[config.mk]
export PLATFORM = sky130hd
export DESIGN_NAME = sprite_draw_sequencer
export DESIGN_NICKNAME = d
export VERILOG_FILES = /design/src/rtl/bomberman_pkg.sv /design/src/rtl/offset_counter.sv /design/src/rtl/sprite_draw_sequencer.sv
export SDC_FILE = /design/constraint.sdc
export NUM_CORES = 1
export LEC_CHECK = 0
export BUFFER_PORTS_ARGS = -buffer_cell sky130_fd_sc_hd__buf_2
export CAP_MARGIN = 20
export CORE_MARGIN = 8
export CORE_UTILIZATION = 57
export DETAILED_ROUTE_END_ITERATION = 6
export PLACE_DENSITY = 0.85
export SKIP_CTS_REPAIR_TIMING = 1
export SYNTH_ARGS = -nofsm -noshare
export SYNTH_HDL_FRONTEND = slang
export SYNTH_SLANG_ARGS = --single-unit
[constraint.sdc]
create_clock -name clock -period 5.4 [get_ports clock]
set_input_delay 0.54 -clock clock [delete_from_list [all_inputs] [get_ports clock]]
set_output_delay 0.54 -clock clock [all_outputs]
set_load 0.02 [all_outputs]
[src/rtl/bomberman_pkg.sv]
// Shared constants and types for the Bomberman VGA draw path.
// Contents: sprite id of the stage tiles, default stage geometry,
// draw-scan FSM state encoding and a minimum-one-bit width helper.
package bomberman_pkg;

  localparam int unsigned SPRITE_TILE  = 0;

  localparam int unsigned DEF_GRID_W   = 11;
  localparam int unsigned DEF_GRID_H   = 11;
  localparam int unsigned DEF_TILE_PX  = 16;
  localparam int unsigned DEF_ORIGIN_X = 72;
  localparam int unsigned DEF_ORIGIN_Y = 32;

  typedef enum logic [1:0] {
    IDLE    = 2'd0,
    TILES   = 2'd1,
    PLAYERS = 2'd2,
    DONE    = 2'd3
  } draw_state_t;

  // Bits needed to hold 0..n-1, never less than one bit.
  function automatic int unsigned width_of(input int unsigned n);
    return (n > 1) ? $clog2(n) : 1;
  endfunction

endpackage

[src/rtl/offset_counter.sv]
// Two-dimensional modulo counter: x counts 0..X_COUNT-1 fastest, y
// advances when x wraps, and both wrap together after the last position.
// Ports:
//   clock, reset       : rising-edge clock, synchronous active-high reset
//   clear              : force both counts to zero on the next edge
//   en                 : advance one position on the next edge
//   x, y               : current position (registered)
//   next_x_c, next_y_c : position that will be loaded on the next edge
//   last_c             : current position is (X_COUNT-1, Y_COUNT-1)
module offset_counter #(
  parameter int unsigned X_COUNT = 16,
  parameter int unsigned Y_COUNT = 16,
  parameter int unsigned X_W     = 4,
  parameter int unsigned Y_W     = 4
) (
  input  logic           clock,
  input  logic           reset,
  input  logic           clear,
  input  logic           en,
  output logic [X_W-1:0] x,
  output logic [Y_W-1:0] y,
  output logic [X_W-1:0] next_x_c,
  output logic [Y_W-1:0] next_y_c,
  output logic           last_c
);

  localparam logic [X_W-1:0] X_MAX = X_W'(X_COUNT - 1);
  localparam logic [Y_W-1:0] Y_MAX = Y_W'(Y_COUNT - 1);

  // Next position; clear wins over enable.
  always_comb begin
    next_x_c = x;
    next_y_c = y;
    last_c   = (x == X_MAX) && (y == Y_MAX);
    if (clear) begin
      next_x_c = '0;
      next_y_c = '0;
    end else if (en) begin
      if (x == X_MAX) begin
        next_x_c = '0;
        next_y_c = (y == Y_MAX) ? '0 : y + Y_W'(1);
      end else begin
        next_x_c = x + X_W'(1);
      end
    end
  end

  always_ff @(posedge clock) begin
    if (reset) begin
      x <= '0;
      y <= '0;
    end else begin
      x <= next_x_c;
      y <= next_y_c;
    end
  end

endmodule

[src/rtl/sprite_draw_sequencer.sv]
// Frame-draw scanner: on start, walks every stage tile in row-major order
// and then every live player sprite, emitting one pixel per cycle.
// Ports:
//   clock, reset  : rising-edge clock, synchronous active-high reset
//   start         : begin a frame (accepted only when idle)
//   stall         : downstream not ready, freezes the scan
//   player_xy     : per-player {Y, X} screen position, player 0 in the LSBs
//   player_alive  : per-player live mask
//   busy, done    : frame in progress / one-cycle end-of-frame pulse
//   pix_valid     : X_out/Y_out carry a pixel to draw
//   X_out, Y_out  : screen pixel
//   tile_index    : row*GRID_W+col during tiles, 0 during players
//   sprite_id     : 0 for tiles, i+1 for player i
//   px_offset     : {oy, ox} sprite-local offset
module sprite_draw_sequencer
  import bomberman_pkg::*;
#(
  parameter int unsigned GRID_W      = DEF_GRID_W,
  parameter int unsigned GRID_H      = DEF_GRID_H,
  parameter int unsigned TILE_PX     = DEF_TILE_PX,
  parameter int unsigned ORIGIN_X    = DEF_ORIGIN_X,
  parameter int unsigned ORIGIN_Y    = DEF_ORIGIN_Y,
  parameter int unsigned NUM_PLAYERS = 2,
  parameter int unsigned COORD_W     = 9,
  localparam int unsigned OFS_W      = width_of(TILE_PX),
  localparam int unsigned TILE_W     = width_of(GRID_W * GRID_H),
  localparam int unsigned SID_W      = width_of(NUM_PLAYERS + 1),
  localparam int unsigned XY_W       = NUM_PLAYERS * 2 * COORD_W
) (
  input  logic                   clock,
  input  logic                   reset,
  input  logic                   start,
  input  logic                   stall,
  input  logic [XY_W-1:0]        player_xy,
  input  logic [NUM_PLAYERS-1:0] player_alive,
  output logic                   busy,
  output logic                   done,
  output logic                   pix_valid,
  output logic [COORD_W-1:0]     X_out,
  output logic [COORD_W-1:0]     Y_out,
  output logic [TILE_W-1:0]      tile_index,
  output logic [SID_W-1:0]       sprite_id,
  output logic [2*OFS_W-1:0]     px_offset
);

  localparam int unsigned COL_W = width_of(GRID_W);
  localparam int unsigned ROW_W = width_of(GRID_H);
  localparam int unsigned PL_W  = width_of(NUM_PLAYERS);
  localparam logic [PL_W-1:0] LAST_PLAYER = PL_W'(NUM_PLAYERS - 1);

  draw_state_t state, state_n;

  logic [PL_W-1:0]        player, player_n;
  logic [XY_W-1:0]        snap_xy;
  logic [NUM_PLAYERS-1:0] snap_alive;
  logic                   load_snap;

  logic             off_clr, off_en, off_last;
  logic [OFS_W-1:0] ox, oy, n_ox, n_oy;
  logic             tile_clr, tile_en, tile_last;
  logic [COL_W-1:0] col, n_col;
  logic [ROW_W-1:0] row, n_row;

  logic [NUM_PLAYERS-1:0] alive_sh, alive_sh_n;
  logic                   cur_alive, next_alive;
  logic [XY_W-1:0]        xy_sh;
  logic [COORD_W-1:0]     n_px, n_py;

  logic                   busy_n, done_n, pix_valid_n;
  logic [COORD_W-1:0]     x_n, y_n;
  logic [TILE_W-1:0]      tile_index_n;
  logic [SID_W-1:0]       sprite_id_n;
  logic [2*OFS_W-1:0]     px_offset_n;

  // In-sprite pixel offset.
  offset_counter #(
    .X_COUNT (TILE_PX),
    .Y_COUNT (TILE_PX),
    .X_W     (OFS_W),
    .Y_W     (OFS_W)
  ) u_offset (
    .clock    (clock),
    .reset    (reset),
    .clear    (off_clr),
    .en       (off_en),
    .x        (ox),
    .y        (oy),
    .next_x_c (n_ox),
    .next_y_c (n_oy),
    .last_c   (off_last)
  );

  // Stage tile position (col, row).
  offset_counter #(
    .X_COUNT (GRID_W),
    .Y_COUNT (GRID_H),
    .X_W     (COL_W),
    .Y_W     (ROW_W)
  ) u_tile (
    .clock    (clock),
    .reset    (reset),
    .clear    (tile_clr),
    .en       (tile_en),
    .x        (col),
    .y        (row),
    .next_x_c (n_col),
    .next_y_c (n_row),
    .last_c   (tile_last)
  );

  // Shifts avoid variable selects whose index width depends on NUM_PLAYERS.
  always_comb begin
    alive_sh   = snap_alive >> player;
    cur_alive  = alive_sh[0];
    alive_sh_n = snap_alive >> player_n;
    next_alive = alive_sh_n[0];
    xy_sh      = snap_xy >> (32'(player_n) * 2 * COORD_W);
    n_px       = xy_sh[COORD_W-1:0];
    n_py       = xy_sh[2*COORD_W-1:COORD_W];
  end

  // Next-state and counter control. Counters always hold the pixel that the
  // output registers currently show; a dead player holds for one skip cycle.
  always_comb begin
    state_n   = state;
    player_n  = player;
    load_snap = 1'b0;
    off_clr   = 1'b0;
    off_en    = 1'b0;
    tile_clr  = 1'b0;
    tile_en   = 1'b0;
    case (state)
      IDLE: begin
        if (start) begin
          state_n   = TILES;
          player_n  = '0;
          load_snap = 1'b1;
          off_clr   = 1'b1;
          tile_clr  = 1'b1;
        end
      end
      TILES: begin
        if (!stall) begin
          off_en = 1'b1;
          if (off_last) begin
            if (tile_last) begin
              state_n  = PLAYERS;
              player_n = '0;
            end else begin
              tile_en = 1'b1;
            end
          end
        end
      end
      PLAYERS: begin
        if (!stall) begin
          off_en = cur_alive;
          if (!cur_alive || off_last) begin
            if (player == LAST_PLAYER) begin
              state_n = DONE;
            end else begin
              player_n = player + PL_W'(1);
            end
          end
        end
      end
      DONE: begin
        state_n = IDLE;
      end
      default: begin
        state_n = IDLE;
      end
    endcase
  end

  // Output values for the next cycle, taken from the next counter positions;
  // under stall those positions are unchanged so the outputs hold naturally.
  always_comb begin
    busy_n       = (state_n != IDLE);
    done_n       = (state_n == DONE);
    pix_valid_n  = 1'b0;
    x_n          = X_out;
    y_n          = Y_out;
    tile_index_n = tile_index;
    sprite_id_n  = sprite_id;
    px_offset_n  = px_offset;
    if (state_n == TILES) begin
      pix_valid_n  = 1'b1;
      x_n          = COORD_W'(ORIGIN_X) + COORD_W'({n_col, n_ox});
      y_n          = COORD_W'(ORIGIN_Y) + COORD_W'({n_row, n_oy});
      tile_index_n = TILE_W'(32'(n_row) * GRID_W + 32'(n_col));
      sprite_id_n  = SID_W'(SPRITE_TILE);
      px_offset_n  = {n_oy, n_ox};
    end else if (state_n == PLAYERS && next_alive) begin
      pix_valid_n  = 1'b1;
      x_n          = n_px + COORD_W'(n_ox);
      y_n          = n_py + COORD_W'(n_oy);
      tile_index_n = '0;
      sprite_id_n  = SID_W'(player_n) + SID_W'(1);
      px_offset_n  = {n_oy, n_ox};
    end
  end

  // State, player index, snapshots and registered outputs.
  always_ff @(posedge clock) begin
    if (reset) begin
      state      <= IDLE;
      player     <= '0;
      snap_xy    <= '0;
      snap_alive <= '0;
      busy       <= 1'b0;
      done       <= 1'b0;
      pix_valid  <= 1'b0;
      X_out      <= '0;
      Y_out      <= '0;
      tile_index <= '0;
      sprite_id  <= '0;
      px_offset  <= '0;
    end else begin
      state      <= state_n;
      player     <= player_n;
      if (load_snap) begin
        snap_xy    <= player_xy;
        snap_alive <= player_alive;
      end
      busy       <= busy_n;
      done       <= done_n;
      pix_valid  <= pix_valid_n;
      X_out      <= x_n;
      Y_out      <= y_n;
      tile_index <= tile_index_n;
      sprite_id  <= sprite_id_n;
      px_offset  <= px_offset_n;
    end
  end

endmodule

After elaboration in Yosys (flattened, before gate mapping)
Cells that the tools add are included.
W data, S select, Z words.
{"block": "totals", "n_memories": 0, "output_inout_bits": 38, "wordCells": 100, "mem_bits_ro": 0, "in_bits": 42, "latch_bits": 0, "ram_bits": 0, "register_bits": 95}
{"block": "op_classes", "reduce_logical": 9, "eq_ne": 10, "bitwise_logic": 0, "shift": 3, "mul": 2, "div": 0, "add_sub_neg": 11, "muxes": 49, "magnitude_cmp": 0}
{"op": "$mux W4", "count": 14}
{"op": "$mux W9", "count": 4}
{"op": "$shr A36 B6 Y18", "count": 1}
{"op": "$add A9 B4 Y9", "count": 2}
{"op": "$mux W1", "count": 17}
{"op": "$add A4 B1 Y4 const B", "count": 4}
{"op": "$eq A4 B4 Y1 const B", "count": 4}
{"op": "$mux W8", "count": 2}
{"op": "$mux W2", "count": 7}
{"op": "$mux W7", "count": 2}
{"op": "$add A6 B8 Y9 const A", "count": 1}
{"op": "$add A7 B8 Y9 const A", "count": 1}
{"op": "$eq A2 B2 Y1 const B", "count": 4}
{"op": "$pmux W2 S4", "count": 1}
{"op": "$add A7 B4 Y7", "count": 1}
{"op": "$mul A4 B4 Y7 const B", "count": 1}
{"op": "$mul A1 B4 Y5 const B", "count": 1}
{"op": "$eq A2 B1 Y1 const B", "count": 2}
{"op": "$reduce_bool A2 Y1", "count": 2}
{"op": "$shr A2 B1 Y1", "count": 2}
{"op": "$logic_and A1 B1 Y1", "count": 3}
{"op": "$pmux W1 S3", "count": 1}
{"op": "$add A1 B1 Y2 const B", "count": 1}
{"op": "$logic_not A2 Y1", "count": 1}
{"op": "5 further kinds", "count": 5}

Logic depth before layout (Yosys ltp)
{"block": "depth", "ltp_word": 11, "mapped_depth": 19, "ltp_nobuf": 19}

Cells and area by module
Synthesis repeated with hierarchy kept, for this count alone.
{"block": "unflattened", "cells_unflattened": 664, "area_unflattened_um2": 5450.2}
{"module": "sprite_draw_sequencer", "cells_per_inst": 543, "n_inst": 1, "seq_area_each_um2": 1581.5, "area_each_um2": 4488.1}
{"module": "offset_counter at u_tile", "cells_per_inst": 67, "n_inst": 1, "seq_area_each_um2": 160.2, "area_each_um2": 525.5}
{"module": "offset_counter at u_offset", "cells_per_inst": 54, "n_inst": 1, "seq_area_each_um2": 160.2, "area_each_um2": 436.7}

Least setup slack after synthesis
No wires, ideal clock.
{"block": "synth_timing", "path_kind": "reg2reg", "startpoint": "register u_offset.x[0]", "endpoint": "register tile_index[6]", "synth_period_minus_slack_ns": 4.041, "t_required_ns": 5.283, "n_path_buf": 0, "arrival_time_ns": 3.924, "setup_slack_ns": 1.359, "path_stages_with_launch": 19, "setup_ns": 0.117, "path_cell_list": "dfxtp_1 ha_1 nand3_4 nor4_1 and2_1 xnor2_1 nor2_1 mux2_2 ha_1 inv_1 fa_1 inv_1 ha_1 a21oi_1 o21bai_1 a21oi_1 xor2_1 xnor2_1 a22o_1"}
{"block": "synth_between", "elab_chain_cells": 10, "elab_cells_between_ends": 28, "cone_classes": "1 x add/sub; 1 x mul; 3 x eq/ne; 1 x shift; 18 x mux; 4 x reduce/logical"}
{"item": "from (decl)", "line": "offset_counter.sv:20", "text": "output logic [X_W-1:0] x,"}
{"item": "from (signal assigned)", "line": "offset_counter.sv:53", "text": "x <= next_x_c;"}
{"item": "$eq A4 B4 Y1", "line": "offset_counter.sv:34", "text": "last_c = (x == X_MAX) && (y == Y_MAX);"}
{"item": "$logic_and A1 B1 Y1", "line": "offset_counter.sv:34"}
{"item": "$mux W1", "line": "sprite_draw_sequencer.sv:145", "text": "if (off_last) begin"}
{"item": "$mux W1", "line": "sprite_draw_sequencer.sv:143", "text": "if (!stall) begin"}
{"item": "$mux W1", "line": "sprite_draw_sequencer.sv:132", "text": "case (state)"}
{"item": "$mux W4", "line": "offset_counter.sv:38", "text": "end else if (en) begin"}
{"item": "$mux W4", "line": "offset_counter.sv:35", "text": "if (clear) begin"}
{"item": "named net n_row[0]", "line": "sprite_draw_sequencer.sv:62", "text": "logic [ROW_W-1:0] row, n_row;"}
{"item": "$mul A4 B4 Y7", "line": "sprite_draw_sequencer.sv:191", "text": "tile_index_n = TILE_W'(32'(n_row) * GRID_W + 32'(n_col));"}
{"item": "$add A7 B4 Y7", "line": "sprite_draw_sequencer.sv:191"}
{"item": "$mux W7", "line": "sprite_draw_sequencer.sv:187", "text": "if (state_n == TILES) begin"}
{"item": "to (signal assigned)", "line": "sprite_draw_sequencer.sv:231", "text": "tile_index <= tile_index_n;"}
{"item": "to (decl)", "line": "sprite_draw_sequencer.sv:41", "text": "output logic [TILE_W-1:0] tile_index,"}
The timed path passes the listed nets, and every way through them passes these cells.
A chain may end at the register's enable or synchronous reset.

Worst setup path after layout
{"block": "layout_timing", "startpoint": "register u_offset.x[0]", "endpoint": "register tile_index[6]"}
{"block": "layout_between", "elab_chain_cells": 10, "elab_cells_between_ends": 28, "cone_classes": "1 x add/sub; 1 x mul; 3 x eq/ne; 1 x shift; 18 x mux; 4 x reduce/logical"}
{"item": "$eq A4 B4 Y1 (*)", "line": "offset_counter.sv:34"}
{"item": "$logic_and A1 B1 Y1 (*)", "line": "offset_counter.sv:34"}
{"item": "$mux W1", "line": "sprite_draw_sequencer.sv:145"}
{"item": "$mux W1", "line": "sprite_draw_sequencer.sv:143"}
{"item": "$mux W1", "line": "sprite_draw_sequencer.sv:132"}
{"item": "$mux W4", "line": "offset_counter.sv:38"}
{"item": "$mux W4", "line": "offset_counter.sv:35"}
{"item": "$mul A4 B4 Y7", "line": "sprite_draw_sequencer.sv:191"}
{"item": "$add A7 B4 Y7", "line": "sprite_draw_sequencer.sv:191"}
{"item": "$mux W7", "line": "sprite_draw_sequencer.sv:187"}
Every way passes the cells marked *; elsewhere a longest branch is shown, timed or not.

==> impl_metrics.yaml <==
synthesis:
  syn_area_per_cell_um2: 8.43
  synth_nets: 705
  synth_seq_area_share_pct: 35.9
  synthArstFlopShare_pct: 0
  synth_area_um2: 5300
  synth-edff-count: 0
  netlist_instances: 628
  synth-seq-cells: 95
  synth.top_cell.area_share_pct: 35.9
  ys_dominant_reg_cell: "dfxtp_1"
  yosys.area.top_type: "dfxtp_1"
  synthDistinctLibCells: 69
  yosysWarnings: 0
  synthTopCellsByArea: "dfxtp_1, nand2_1, ha_1, a21oi_1, mux2i_1"
min_path:
  hp-class: "input pin to flop"
cells_and_area:
  stdcell_area_um2: 5890
  drive_above_1_share_pct: 17.6
  nets: 767
  areaGrowthSynthToFinish_pct: 11.3
  antenna_cells: 0
cts:
  clk_path_buf_depth: 2
  root_buffer: "clkbuf_8"
  h-tree-depth: 3
  clock_sinks: 95
  cts_tree: "yes"
  path_clk_slew_ns: 0.09
  cts-buffers-inserted: 9
  clk_latency_ns: 0.35
sta:
  relSlewSlack_pct: 42.8
  tightest_slew_ns: 0.858
  fin_skew_ns: 0.00699
  rsz0062_at_grt: "no"
  max_freq_ghz: 0.221
  finalSetupViolations: 0
  setup_tns_ns: 0
  drv_slew: 0
  post-route-min-period_ns: 4.52
  hold_violations: 0
  period_share_pct: 83.7
placed_design:
  gp_congestion: 0.869
  portBuffers: 79
  hpwl_um: 9710
  place_area_um2: 5720
floorplan:
  die_w_um: 112
  rows: 35
  design.die.area_um2: 12600
  start_util_pct: 58.1
  ioPinCount: 80
  core-area_um2: 9110
  fp.dieH_um: 112
power:
  power.total_mw: 1.47
  leakage_nw: 2.51
  peakVddDrop_v: 0.000153
  powerDensity_nw_per_um2: 249
route:
  drtPass1Iterations: 5
  routed_wl_um: 13200
  drc: 0
  post_drt_wl_per_cell_um: 16.4
  drt-initial-drc-count: 309
  route.antenna.remaining_nets: 0
  vias: 4729
  viasPerCell: 5.87
status:
  status: "completed"
flow_run:
  cap_viol_max_count: 0
setup_path:
  cp_max_fo: 9
  cp_slowest_stage_delay_ns: 0.50
  endpoint_kind: "flop"
  cpMostUsedCell: "ha_1"
  path_cells: "ha_1, nand3_4, nor4_1, mux2i_1, nor2_1, mux2_2, ha_1, inv_1, fa_1, inv_1, ha_1, a21oi_1, o21bai_1, a21oi_1, xor2_1, xnor2_1, a22o_1"
  cp-start-kind: "flop"
  worstPathRequired_ns: 5.66
  crit_arrival_ns: 4.78
  path_class: "flop to flop"
  slowest_stage: "fa_1"
global_route:
  grt_overflow: 0
  grtUsageTotal_pct: 20.9
  grt_pass1_vias: 4724
  grt_start_max_net_pins: 81
  antenna_found_initial: 0
  grt_first_pass_wirelength_um: 22000
[area by class of cell]
class                      instances  area (um^2)
inverter                          16         60.1
multi-input combinational        484         3190
sequential                        95         1900
clock inverter                     4         30.0
tap                              111          139
clock buffer                      12          145
fill                             761         3210
timing repair buffer              84          433
[critical path, delay by kind of cell, from the launching register on]
kind	cells	cell delay [ns]
mux	2	0.77
flops	1	0.41
simple gates	3	0.77
xor+xnor	2	0.31
fa+ha+maj	4	1.39
compound gates	4	0.68
buf+inv	2	0.11
[final timing paths]
| check | from | to | slack (ns) | cells after the start |
|---|---|---|---|---|
| worst max-delay path | u_offset.x[0] | tile_index[6] | 0.88 | 17 |
| worst min-delay path | player_xy[29] | snap_xy[29] | 0.41 | 3 |
| worst max register to register | u_offset.x[0] | tile_index[6] | 0.88 | 17 |
| worst min register to register | snap_xy[27] | snap_xy[27] | 0.46 | 2 |
[flip-flops by register name, indices dropped and copies added, names as in the netlist]
name and cells:
player 1, u_offset.y 4, u_tile.y 4, sprite_id 2
tile_index 7, state 2, px_offset 8, snap_xy 36
u_tile.x 4, done 1, X_out 9, snap_alive 2
pix_valid 1, busy 1, Y_out 9, u_offset.x 4
[through the flow]
stage	util, %	hold WS, ns	setup WS [ns]	std cells
floorplan	-	0.437	1.36	628
finish	64.7	0.412	0.880	806
detailed placement	62.8	0.447	0.925	790
global placement	62.8	0.443	1.06	790
CTS	64.7	0.397	0.925	806
global route	64.7	0.396	0.524	806
[routing by layer]
| metal | global-route usage [%] | share of wire, % |
|---|---|---|
| met1 | 25.7 | 43 |
| met2 | 34.7 | 48 |
| met3 | 4.94 | 7.5 |
| met4 | 7.64 | 1.8 |
| met5 | 0 | 0 |
[Yosys cell counts (8+ instances only)]
cell type  count
clkbuf_1      22
nor2_1        42
ha_1          30
dfxtp_1       95
and3_1         8
mux2i_1       27
a21oi_1       67
nand4_1        8
nand2_1      125
nor3_1        18
inv_1         16
xnor2_1       20
xor2_1        18
o21ai_0       11
[kinds of logic (layout without fill, tap and decap cells)]
| family | count (synthesis) | after routing | synth area share, % |
|---|---|---|---|
| adder cells (fa/ha/maj) | 35 | 35 | 8.98 |
| buffers and inverters | 49 | 116 | 3.95 |
| XOR/XNOR | 38 | 38 | 6.29 |
| AND/OR/NAND/NOR | 243 | 243 | 21.7 |
| AO/OA/AOI/OAI | 136 | 136 | 17.0 |
| multiplexers | 32 | 32 | 6.17 |
| flip-flops | 95 | 95 | 35.9 |
[where the power goes]
part	switching, mW	internal, mW	leakage, nW
combinational	0.173	0.0895	1.65
sequential	0.0318	0.740	0.774
clock	0.249	0.183	0.0870
total	0.453	1.01	2.51
[layout by cell type, fill, tap and decap left out, drive strengths merged, types with 8 or more instances in the layout]
| cell type | synthesis | final |
|---|---|---|
| o211ai | 8 | 8 |
| mux2i | 27 | 27 |
| inv | 16 | 17 |
| nor3 | 19 | 19 |
| clkbuf | 22 | 12 |
| ha | 30 | 30 |
| dfxtp | 95 | 95 |
| o21ai | 12 | 12 |
| xnor2 | 20 | 20 |
| and3 | 8 | 8 |
| buf | 11 | 84 |
| nand2 | 125 | 125 |
| a21oi | 67 | 67 |
| nand4 | 8 | 8 |
| nor2 | 44 | 44 |
| xor2 | 18 | 18 |
Power figures use the tool's default switching activity.
